--- config.mk ---
export PLATFORM = sky130hd
export DESIGN_NAME = pwm_dac_out
export DESIGN_NICKNAME = d
export VERILOG_FILES = /design/src/rtl/pwm_dac_out.sv
export SDC_FILE = /design/constraint.sdc
export NUM_CORES = 1
export LEC_CHECK = 0
export ABC_AREA = 1
export CORE_AREA = 2 2 54 66
export CTS_CLUSTER_SIZE = 8
export DETAILED_ROUTE_END_ITERATION = 8
export DIE_AREA = 0 0 56 68
export GPL_TIMING_DRIVEN = 1
export HOLD_SLACK_MARGIN = 0.1
export MAX_ROUTING_LAYER = met4
export PLACE_DENSITY = 0.76
export SLEW_MARGIN = 0
export SYNTH_ARGS = -nofsm -noshare
export SYNTH_HDL_FRONTEND = slang
export SYNTH_SLANG_ARGS = --single-unit
--- constraint.sdc ---
create_clock -name clk -period 2.8 [get_ports clk]
set_input_delay 0.56 -clock clk [delete_from_list [all_inputs] [get_ports clk]]
set_output_delay 0.56 -clock clk [all_outputs]
set_load 0.05 [all_outputs]
--- src/rtl/pwm_dac_out.sv ---
// PWM DAC output stage: double-buffers combiner samples (shadow -> active) and
// drives a fixed-period PWM pin. Overrun and underrun are kept as sticky debug flags.
module pwm_dac_out #(
   parameter int WIDTH = 9
) (
   input  logic             clk,
   input  logic             n_rst,
   input  logic             en,
   input  logic [WIDTH-1:0] sample_in,
   input  logic             sample_valid,
   input  logic             clr_flags,
   output logic             pwm_out,
   output logic             period_start,
   output logic             sample_taken,
   output logic [WIDTH-1:0] duty_active,
   output logic             overrun,
   output logic             underrun
);

   typedef enum logic {
      IDLE = 1'b0,
      RUN  = 1'b1
   } state_t;

   state_t           state_q, state_d;
   logic [WIDTH-1:0] cnt_q, cnt_d;
   logic [WIDTH-1:0] shadow_q, shadow_d;
   logic [WIDTH-1:0] duty_q, duty_d;
   logic             shadow_full_q, shadow_full_d;
   logic             pwm_q, pwm_d;
   logic             pstart_q, pstart_d;
   logic             taken_q, taken_d;
   logic             ovr_q, ovr_d;
   logic             und_q, und_d;

   logic             boundary;
   logic             first_period;
   logic             load;
   logic             ovr_set;
   logic             und_set;

   always_comb begin
      // NOTE: every combinational output gets a default first so no path can infer a latch.
      state_d      = state_q;
      cnt_d        = '0;
      boundary     = 1'b0;
      first_period = 1'b0;

      unique case (state_q)
         IDLE: begin
            if (en) begin
               state_d      = RUN;
               boundary     = 1'b1;
               first_period = 1'b1;
            end
         end
         RUN: begin
            if (!en) begin
               state_d = IDLE;
            end else begin
               // Counter wraps P-1 -> 0 by natural WIDTH-bit overflow.
               cnt_d    = cnt_q + 1'b1;
               boundary = (cnt_q == '1);
            end
         end
         default: state_d = IDLE;
      endcase

      // The boundary transfer always consumes the old shadow, even if a new
      // sample lands in the shadow on the same edge.
      load    = boundary && shadow_full_q;
      duty_d  = load ? shadow_q : duty_q;
      und_set = boundary && !shadow_full_q && !first_period;
      ovr_set = (state_q == RUN) && sample_valid && shadow_full_q && !load;

      shadow_d      = sample_valid ? sample_in : shadow_q;
      shadow_full_d = sample_valid ? 1'b1 : (load ? 1'b0 : shadow_full_q);

      // Outputs are registered from next-state values so they line up with the
      // period cycle the counter is entering.
      pwm_d    = (state_d == RUN) && (cnt_d < duty_d);
      pstart_d = boundary;
      taken_d  = load;

      ovr_d = ovr_set | (ovr_q & ~clr_flags);
      und_d = und_set | (und_q & ~clr_flags);
   end

   always_ff @(posedge clk) begin
      // NOTE: sequential state uses non-blocking assignments so all flops update together.
      if (!n_rst) begin
         state_q       <= IDLE;
         cnt_q         <= '0;
         shadow_q      <= '0;
         shadow_full_q <= 1'b0;
         duty_q        <= '0;
         pwm_q         <= 1'b0;
         pstart_q      <= 1'b0;
         taken_q       <= 1'b0;
         ovr_q         <= 1'b0;
         und_q         <= 1'b0;
      end else begin
         state_q       <= state_d;
         cnt_q         <= cnt_d;
         shadow_q      <= shadow_d;
         shadow_full_q <= shadow_full_d;
         duty_q        <= duty_d;
         pwm_q         <= pwm_d;
         pstart_q      <= pstart_d;
         taken_q       <= taken_d;
         ovr_q         <= ovr_d;
         und_q         <= und_d;
      end
   end

   assign pwm_out      = pwm_q;
   assign period_start = pstart_q;
   assign sample_taken = taken_q;
   assign duty_active  = duty_q;
   assign overrun      = ovr_q;
   assign underrun     = und_q;

endmodule

* Yosys cells after proc, flatten, opt, wreduce, memory -nomap -nowiden *
Cells that the tools add are included.

word-level totals
  logic and storage cells = 39
  flip-flop bits (word level) = 34
  bits of input ports = 14

operators by class
  order comparisons = 1
  bitwise operators = 6
  eq/ne operators = 1
  add/subtract/negate cells = 1
  reduce and logical (&&, ||, !) cells = 11
  muxes and demuxes = 9

operators by type and width
  cell                   count
  $mux W9                3
  $add A9 B1 Y9 const B  1
  $eq A9 B9 Y1 const B   1
  $lt A9 B9 Y1           1
  $logic_and A1 B1 Y1    7
  $mux W1                5
  $logic_not A1 Y1       3
  $and A1 B1 Y1          2
  $not A1 Y1             2
  $or A1 B1 Y1           2
  $pmux W1 S2            1
  $reduce_bool A2 Y1     1

* Longest topological paths before layout *
Gate-level depths: netlist of the first run.

  word-level depth = 7
  mapped depth = 20
  mapped depth without buffers = 19

* Worst setup path before layout of the first run *
No wires, ideal clock.

  path kind = flip-flop to flip-flop
  from = register cnt_q[0]
  to = register pwm_q, in the netlist pwm_out
  library setup time = 0.070 ns
  period minus slack after synthesis = 2.399 ns
  required time = 2.730 ns
  setup slack = 0.401 ns
  arrival = 2.329 ns
  stages on the path, launching flop included = 21
  cells stage by stage = dfxtp_1 > ha_1 > nand2_1 > nor2_1 > nand3_1 > nor2_1 > ha_1 > inv_1 > nand2_1 > nand3_2 > buf_6 > or2_1 > o21ai_2 > ha_1 > nand2_1 > inv_1 > nand2_1 > nand2_1 > nand2_1 > nand2_1 > a21oi_1

on the way
  word-level cells in the longest chain between the ends = 7
  elaborated cells on any way between the ends = 10

RTL lines
  what                                                   RTL line  RTL
  start: declaration                                     26        logic [WIDTH-1:0] cnt_q, cnt_d;
  start signal: assignment                               104       cnt_q <= cnt_d;
  branches (longest 5 deep; another with $add A9 B1 Y9)  --
  $lt A9 B9 Y1 *                                         81        pwm_d = (state_d == RUN) && (cnt_d < duty_d);
  $logic_and A1 B1 Y1 *                                  81
  end signal: assignment                                 108       pwm_q <= pwm_d;
  end: declaration                                       30        logic pwm_q, pwm_d;

Every way passes the cells marked *.
A chain may end at the register's enable or synchronous reset.

* Final worst setup path of the first run *
Same ends and word-level chain as after synthesis.

==> results.json, run 1 <==
{
  "timing.hold.ws_ns": 0.466,
  "ioPinCount": 28,
  "post-route-min-period_ns": 2.51,
  "yosysWarnings": 0,
  "synth_enable_flop_cells": 0,
  "async_flop_share": 0,
  "rr_worst_depth": 19,
  "syn_inst": 205,
  "ys_ff_latch": 34,
  "synth_cell_types": 21,
  "setup_viol": 0,
  "cts_buffer_depth": 2,
  "syn_area_um2": 1580,
  "path_clk_slew_ns": 0.07,
  "fillCellCount": 293,
  "start_kind": "flop",
  "overflow": 0,
  "cpMostUsedCell": "nand2_1",
  "rsz0062_at_grt": "false",
  "status": "finished, final reports clean",
  "final_cell_mix": "37 x nor2_1, 34 x dfxtp_1, 31 x nand2_1",
  "slew_viol_final": 0,
  "die_area_um2": 3810,
  "final_common_cell": "nor2_1",
  "peakVddDrop_v": 0.000426,
  "path_cells": "ha_2 -> nand2_2 -> nor2_4 -> nand3_1 -> nor2_1 -> ha_1 -> inv_1 -> nand2_4 -> nand3_4 -> or2_1 -> o21ai_2 -> ha_1 -> nand2_1 -> inv_1 -> nand2_1 -> nand2_1 -> nand2_1 -> nand2_1 -> a21oi_1",
  "place_congestion": 0.784,
  "max-cap-violations": 0,
  "track_usage": 0.186,
  "worst-r2r-setup-slack_ns": 0.29,
  "p_leak_nw": 0.839,
  "slowest_stage": "dfxtp_1",
  "slew_headroom": 0.664,
  "grt_max_degree": 24,
  "r2r-end": "pwm_out$_SDFF_PN0_",
  "post_cts_resized": 0,
  "tightestPinTransition_ns": 0.503,
  "min_period_over_period": 0.897,
  "fp.dieH_um": 68,
  "fmax_mhz": 398,
  "dp_hpwl_um": 2300,
  "start_util": 0.489,
  "finalHoldViolCount": 0,
  "worstHoldPathCells": 2,
  "via_per_inst": 4.90,
  "hold_start": "overrun$_SDFF_PN0_",
  "grt_pass1_wl_um": 5280,
  "clock-sinks": 34,
  "clk_latency_ns": 0.29,
  "grt_pass1_vias": 1260,
  "num_rows": 23,
  "max_stage_delay_ns": 0.35,
  "antenna_cells": 0,
  "cp-end-kind": "flop",
  "antenna_found_initial": 0,
  "worst-endpoint-required_ns": 3.02,
  "port_buffers": 27,
  "ctsRootBufferMaster": "clkbuf_8",
  "fin_nets": 258,
  "htreeDepth": 2,
  "vias": 1334,
  "p_per_area_nw_per_um2": 556,
  "numCtsBuffers": 5,
  "cts_tree": "built",
  "area_growth_syn_to_layout_pct": 26.8,
  "skew_ns": 0.00595,
  "power.total_mw": 1.11,
  "routed_wl_um": 3180,
  "firstDrtPassIters": 4,
  "drtAntennaViolNets": 0,
  "die_w_um": 56,
  "wl_per_cell_um": 11.7,
  "min_to": "overrun$_SDFF_PN0_",
  "core_um2": 3220,
  "cp_data_arrival_time_ns": 2.73,
  "postCtsHoldBufs": 0,
  "hold_path.class": "reg2reg",
  "syn_area_per_cell_um2": 7.68,
  "yosysSeqAreaShare": 0.432,
  "path_max_fanout": 6,
  "worstSetupPathType": "reg2reg",
  "worstReg2RegStart": "cnt_q[0]$_SDFF_PN0_",
  "post-cts-setup-buffers": 0,
  "fin_setup_tns_ns": 0,
  "syn-num-nets": 229,
  "layout-drive-gt1-share": 0.145,
  "synth-main-ff-cell": "dfxtp_1",
  "drt_iter0_drc": 25,
  "drc_errors": 0
}
## state kept, by name, summed over array words and instances (netlist names)
register and flops:
pwm_out 1, state_q 1, sample_taken 1, cnt_q 9, shadow_q 9, period_start 1, underrun 1, overrun 1
duty_active 9, shadow_full_q 1
## routing by layer
metal | GRT usage | share of wire | vias to the layer above
met5 | - | 0 | -
met4 | 0.0625 | 0.0060 | 0
met3 | 0.0624 | 0.027 | 2
met2 | 0.316 | 0.51 | 16
met1 | 0.207 | 0.46 | 602
li1 | - | - | 714
## critical path: cells and delay by family, from the launching register on
kind            cells  cell delay, ns
flops               1            0.35
simple gates       12            1.17
buf+inv             2            0.12
compound gates      2            0.18
fa+ha+maj           3            0.60
## how the worst max path moves through the flow
stage                                    from            endpoint  slack (ns)  cells past startpoint
after CTS                 cnt_q[0]$_SDFF_PN0_  pwm_out$_SDFF_PN0_        0.03                     19
after global routing      cnt_q[0]$_SDFF_PN0_  pwm_out$_SDFF_PN0_       0.005                     19
after floorplan           cnt_q[0]$_SDFF_PN0_  pwm_out$_SDFF_PN0_        0.40                     20
final                     cnt_q[0]$_SDFF_PN0_  pwm_out$_SDFF_PN0_        0.29                     19
after detailed placement  cnt_q[0]$_SDFF_PN0_  pwm_out$_SDFF_PN0_        0.07                     19
after global placement    cnt_q[0]$_SDFF_PN0_  pwm_out$_SDFF_PN0_        0.17                     19
## kinds of logic (layout without fill, tap and decap cells)
logic type | Yosys count | count (layout) | share of synthesized area
buffers and inverters | 30 | 59 | 0.0866
adder cells (fa/ha/maj) | 10 | 10 | 0.0794
AO/OA/AOI/OAI | 26 | 26 | 0.103
flip-flops | 34 | 34 | 0.432
AND/OR/NAND/NOR | 105 | 106 | 0.299
## metrics by stage
stage / setup slack, ns / instance area [um^2] / std cells / utilization
floorplan: 0.401 / 1580 / 205 / -
global placement: 0.170 / 1850 / 263 / 0.575
detailed placement: 0.0718 / 1850 / 263 / 0.575
CTS: 0.0335 / 1960 / 271 / 0.608
global route: 0.00532 / 2000 / 272 / 0.620
finish: 0.289 / 2000 / 272 / 0.620
## Yosys cell counts, types with 4 or more instances
master | n | area [um^2]
nand3_1 | 4 | 20.0
a21oi_1 | 8 | 40.0
nor2_1 | 38 | 143
nor3_1 | 6 | 30.0
dfxtp_1 | 34 | 681
nand2_1 | 33 | 124
o21ai_0 | 9 | 45.0
nor2_2 | 7 | 43.8
ha_1 | 10 | 125
o21ai_2 | 8 | 70.1
or2_1 | 7 | 43.8
buf_2 | 5 | 25.0
inv_1 | 22 | 82.6
## area by class of cell
type | instances | area [um^2] | share of cell area
clock buffers | 5 | 68.8 | 0.0344
well taps | 37 | 46.3 | 0.0232
flip-flops and latches | 34 | 681 | 0.341
clock inverters | 3 | 40.0 | 0.0200
inverters | 23 | 88.8 | 0.0445
repair buffers | 28 | 278 | 0.139
multi-input cells | 142 | 796 | 0.398
## where the power goes
| group | leakage, nW | internal [mW] | switching, mW |
|---|---|---|---|
| Clock | 0.0579 | 0.262 | 0.175 |
| Sequential | 0.278 | 0.504 | 0.0132 |
| Combinational | 0.502 | 0.0605 | 0.0953 |
| Total | 0.839 | 0.827 | 0.284 |
Power figures use the tool's default switching activity.
==> inputs of run 2 (changes only) <==
CORE_AREA = 2 2 52 64   (was 2 2 54 66)
DIE_AREA = 0 0 54 66   (was 0 0 56 68)
PLACE_DENSITY = 0.81   (was 0.76)
SLEW_MARGIN = 30   (was 0)
clock period = 3.15 ns   (was 2.8 ns; I/O delays follow)
==> run 2 against run 1 <==
  * Register-to-register slack better by 0.13 ns
  * Maximum frequency is 8.2% lower
  * Hold slack better by 0.0031 ns
  * Utilization is 2.3 points higher
  * Die area is 6.4% lower
  * Clock skew is 0.0044 ns higher
  * First-iteration DRC count is 20% lower
  * Sequential share of layout area is 1.6 points higher
  * Global-route usage is 3.2 points higher
  * Critical path type unchanged
  * Critical endpoint unchanged
  * Largest power group unchanged
==> results.json, run 2 (synthesis gave the netlist of run 1 again) <==
{
  "status": "finished, final reports clean",
  "placedCellCount": 262,
  "instances_no_fill": 270,
  "final_cell_mix": "38 x nor2_1, 34 x dfxtp_1, 33 x nand2_1",
  "die_w_um": 54,
  "firstDrtPassIters": 4,
  "path_max_fanout": 11,
  "grt_max_degree": 18,
  "cts_buffer_depth": 2,
  "peakVddDrop_v": 0.000356,
  "tightestPinTransition_ns": 0.548,
  "worstSetupPathType": "reg2reg",
  "skew_ns": 0.0103,
  "num_rows": 22,
  "postCtsHoldBufs": 0,
  "finalHoldViolCount": 0,
  "setup.worst_path.start": "cnt_q[0]$_SDFF_PN0_",
  "core_um2": 2970,
  "hold_path.class": "reg2reg",
  "drc_errors": 0,
  "overflow": 0,
  "final_common_cell": "nor2_1",
  "drt_iter0_drc": 20,
  "start_kind": "flop",
  "grt_pass1_vias": 1266,
  "worst-endpoint-required_ns": 3.44,
  "place_congestion": 0.801,
  "cp-end-kind": "flop",
  "wl_per_cell_um": 11.3,
  "slew_headroom": 0.634,
  "antenna_found_initial": 0,
  "ioPinCount": 28,
  "fin_nets": 257,
  "layout-drive-gt1-share": 0.120,
  "ctsRootBufferMaster": "clkbuf_4",
  "vias": 1331,
  "post-route-min-period_ns": 2.74,
  "clk_latency_ns": 0.35,
  "die_area_um2": 3560,
  "numCtsBuffers": 5,
  "drtAntennaViolNets": 0,
  "post-cts-setup-buffers": 0,
  "cp_data_arrival_time_ns": 3.02,
  "routed_wl_um": 3050,
  "hold_start": "underrun$_SDFF_PN0_",
  "fmax_mhz": 366,
  "setup_viol": 0,
  "dp_slack_ns": 0.437,
  "antenna_cells": 0,
  "htreeDepth": 2,
  "multi_input_area_um2": 758,
  "slew_viol_final": 0,
  "port_buffers": 27,
  "worstReg2RegStart": "cnt_q[0]$_SDFF_PN0_",
  "start_util": 0.530,
  "fin_ws_ns": 0.415,
  "fin_setup_tns_ns": 0,
  "dp_hpwl_um": 2350,
  "clock-sinks": 34,
  "fp.dieH_um": 66,
  "p_leak_nw": 0.814,
  "via_per_inst": 4.93,
  "post_cts_resized": 0,
  "min_period_over_period": 0.868,
  "track_usage": 0.218,
  "grt_pass1_wl_um": 5390,
  "path_clk_slew_ns": 0.11,
  "fillCellCount": 272,
  "p_per_area_nw_per_um2": 444,
  "max-cap-violations": 0,
  "area_growth_syn_to_layout_pct": 21.3,
  "cts_tree": "built",
  "regArea_um2": 681,
  "rsz0062_at_grt": "false"
}
-- run 2: power breakdown --
part           switching (mW)  internal, mW  total [mW]  leakage [nW]
clock                   0.146         0.108       0.254        0.0353
sequential             0.0105         0.448       0.459         0.278
combinational          0.0823        0.0526       0.135         0.501
total                   0.239         0.609       0.848         0.814
-- run 2: worst paths after layout --
| kind | to | slack (ns) | cells after the start |
|---|---|---|---|
| hold / removal | underrun$_SDFF_PN0_ | 0.47 | 2 |
| setup reg to reg | pwm_out$_SDFF_PN0_ | 0.41 | 19 |
| setup / recovery | pwm_out$_SDFF_PN0_ | 0.41 | 19 |
| hold reg to reg | underrun$_SDFF_PN0_ | 0.47 | 2 |
-- run 2: layout make-up --
cell class                      count  share of cell area
Clock buffer                        7              0.0288
Clock inverter                      1             0.00262
Inverter                           23              0.0465
Multi-Input combinational cell    141               0.397
Sequential cell                    34               0.356
Tap cell                           36              0.0236
Timing Repair Buffer               28               0.145
-- run 2: layer usage --
layer / routed length (um) / vias to the layer above / track usage
met5: 0 / - / -
met4: 68 / 0 / 0.0844
met3: 135 / 5 / 0.0679
met2: 1500 / 25 / 0.346
met1: 1350 / 593 / 0.254
li1: - / 708 / -
-- run 2: worst max-delay path, stage by stage, from the launching register on --
cell	delay, ns
dfxtp_1	0.36
ha_1	0.17
nand2_1	0.09
nor2_1	0.23
nand3_1	0.14
nor2_1	0.12
ha_1	0.15
inv_1	0.04
nand2_1	0.10
nand3_2	0.21
or2_1	0.29
o21ai_2	0.08
ha_1	0.26
nand2_1	0.07
inv_1	0.05
nand2_1	0.06
nand2_1	0.05
nand2_1	0.05
nand2_1	0.04
a21oi_1	0.10
-- run 2: per-stage QoR --
stage	hold slack [ns]	area (um^2)	utilization	power [mW]
6_report	0.469	1910	0.643	0.848
5_1_grt	0.505	1910	0.643	0.887
4_1_cts	0.472	1910	0.643	0.852
3_5_place_dp	0.457	1850	0.622	0.604
3_3_place_gp	0.453	1850	0.622	0.602
2_1_floorplan	0.433	1580	-	0.559
==> inputs of run 3 (changes only) <==
CAP_MARGIN = 20   (was not set)
==> results of run 3 <==
The final DEF is identical to that of run 2; final timing and power are the same.
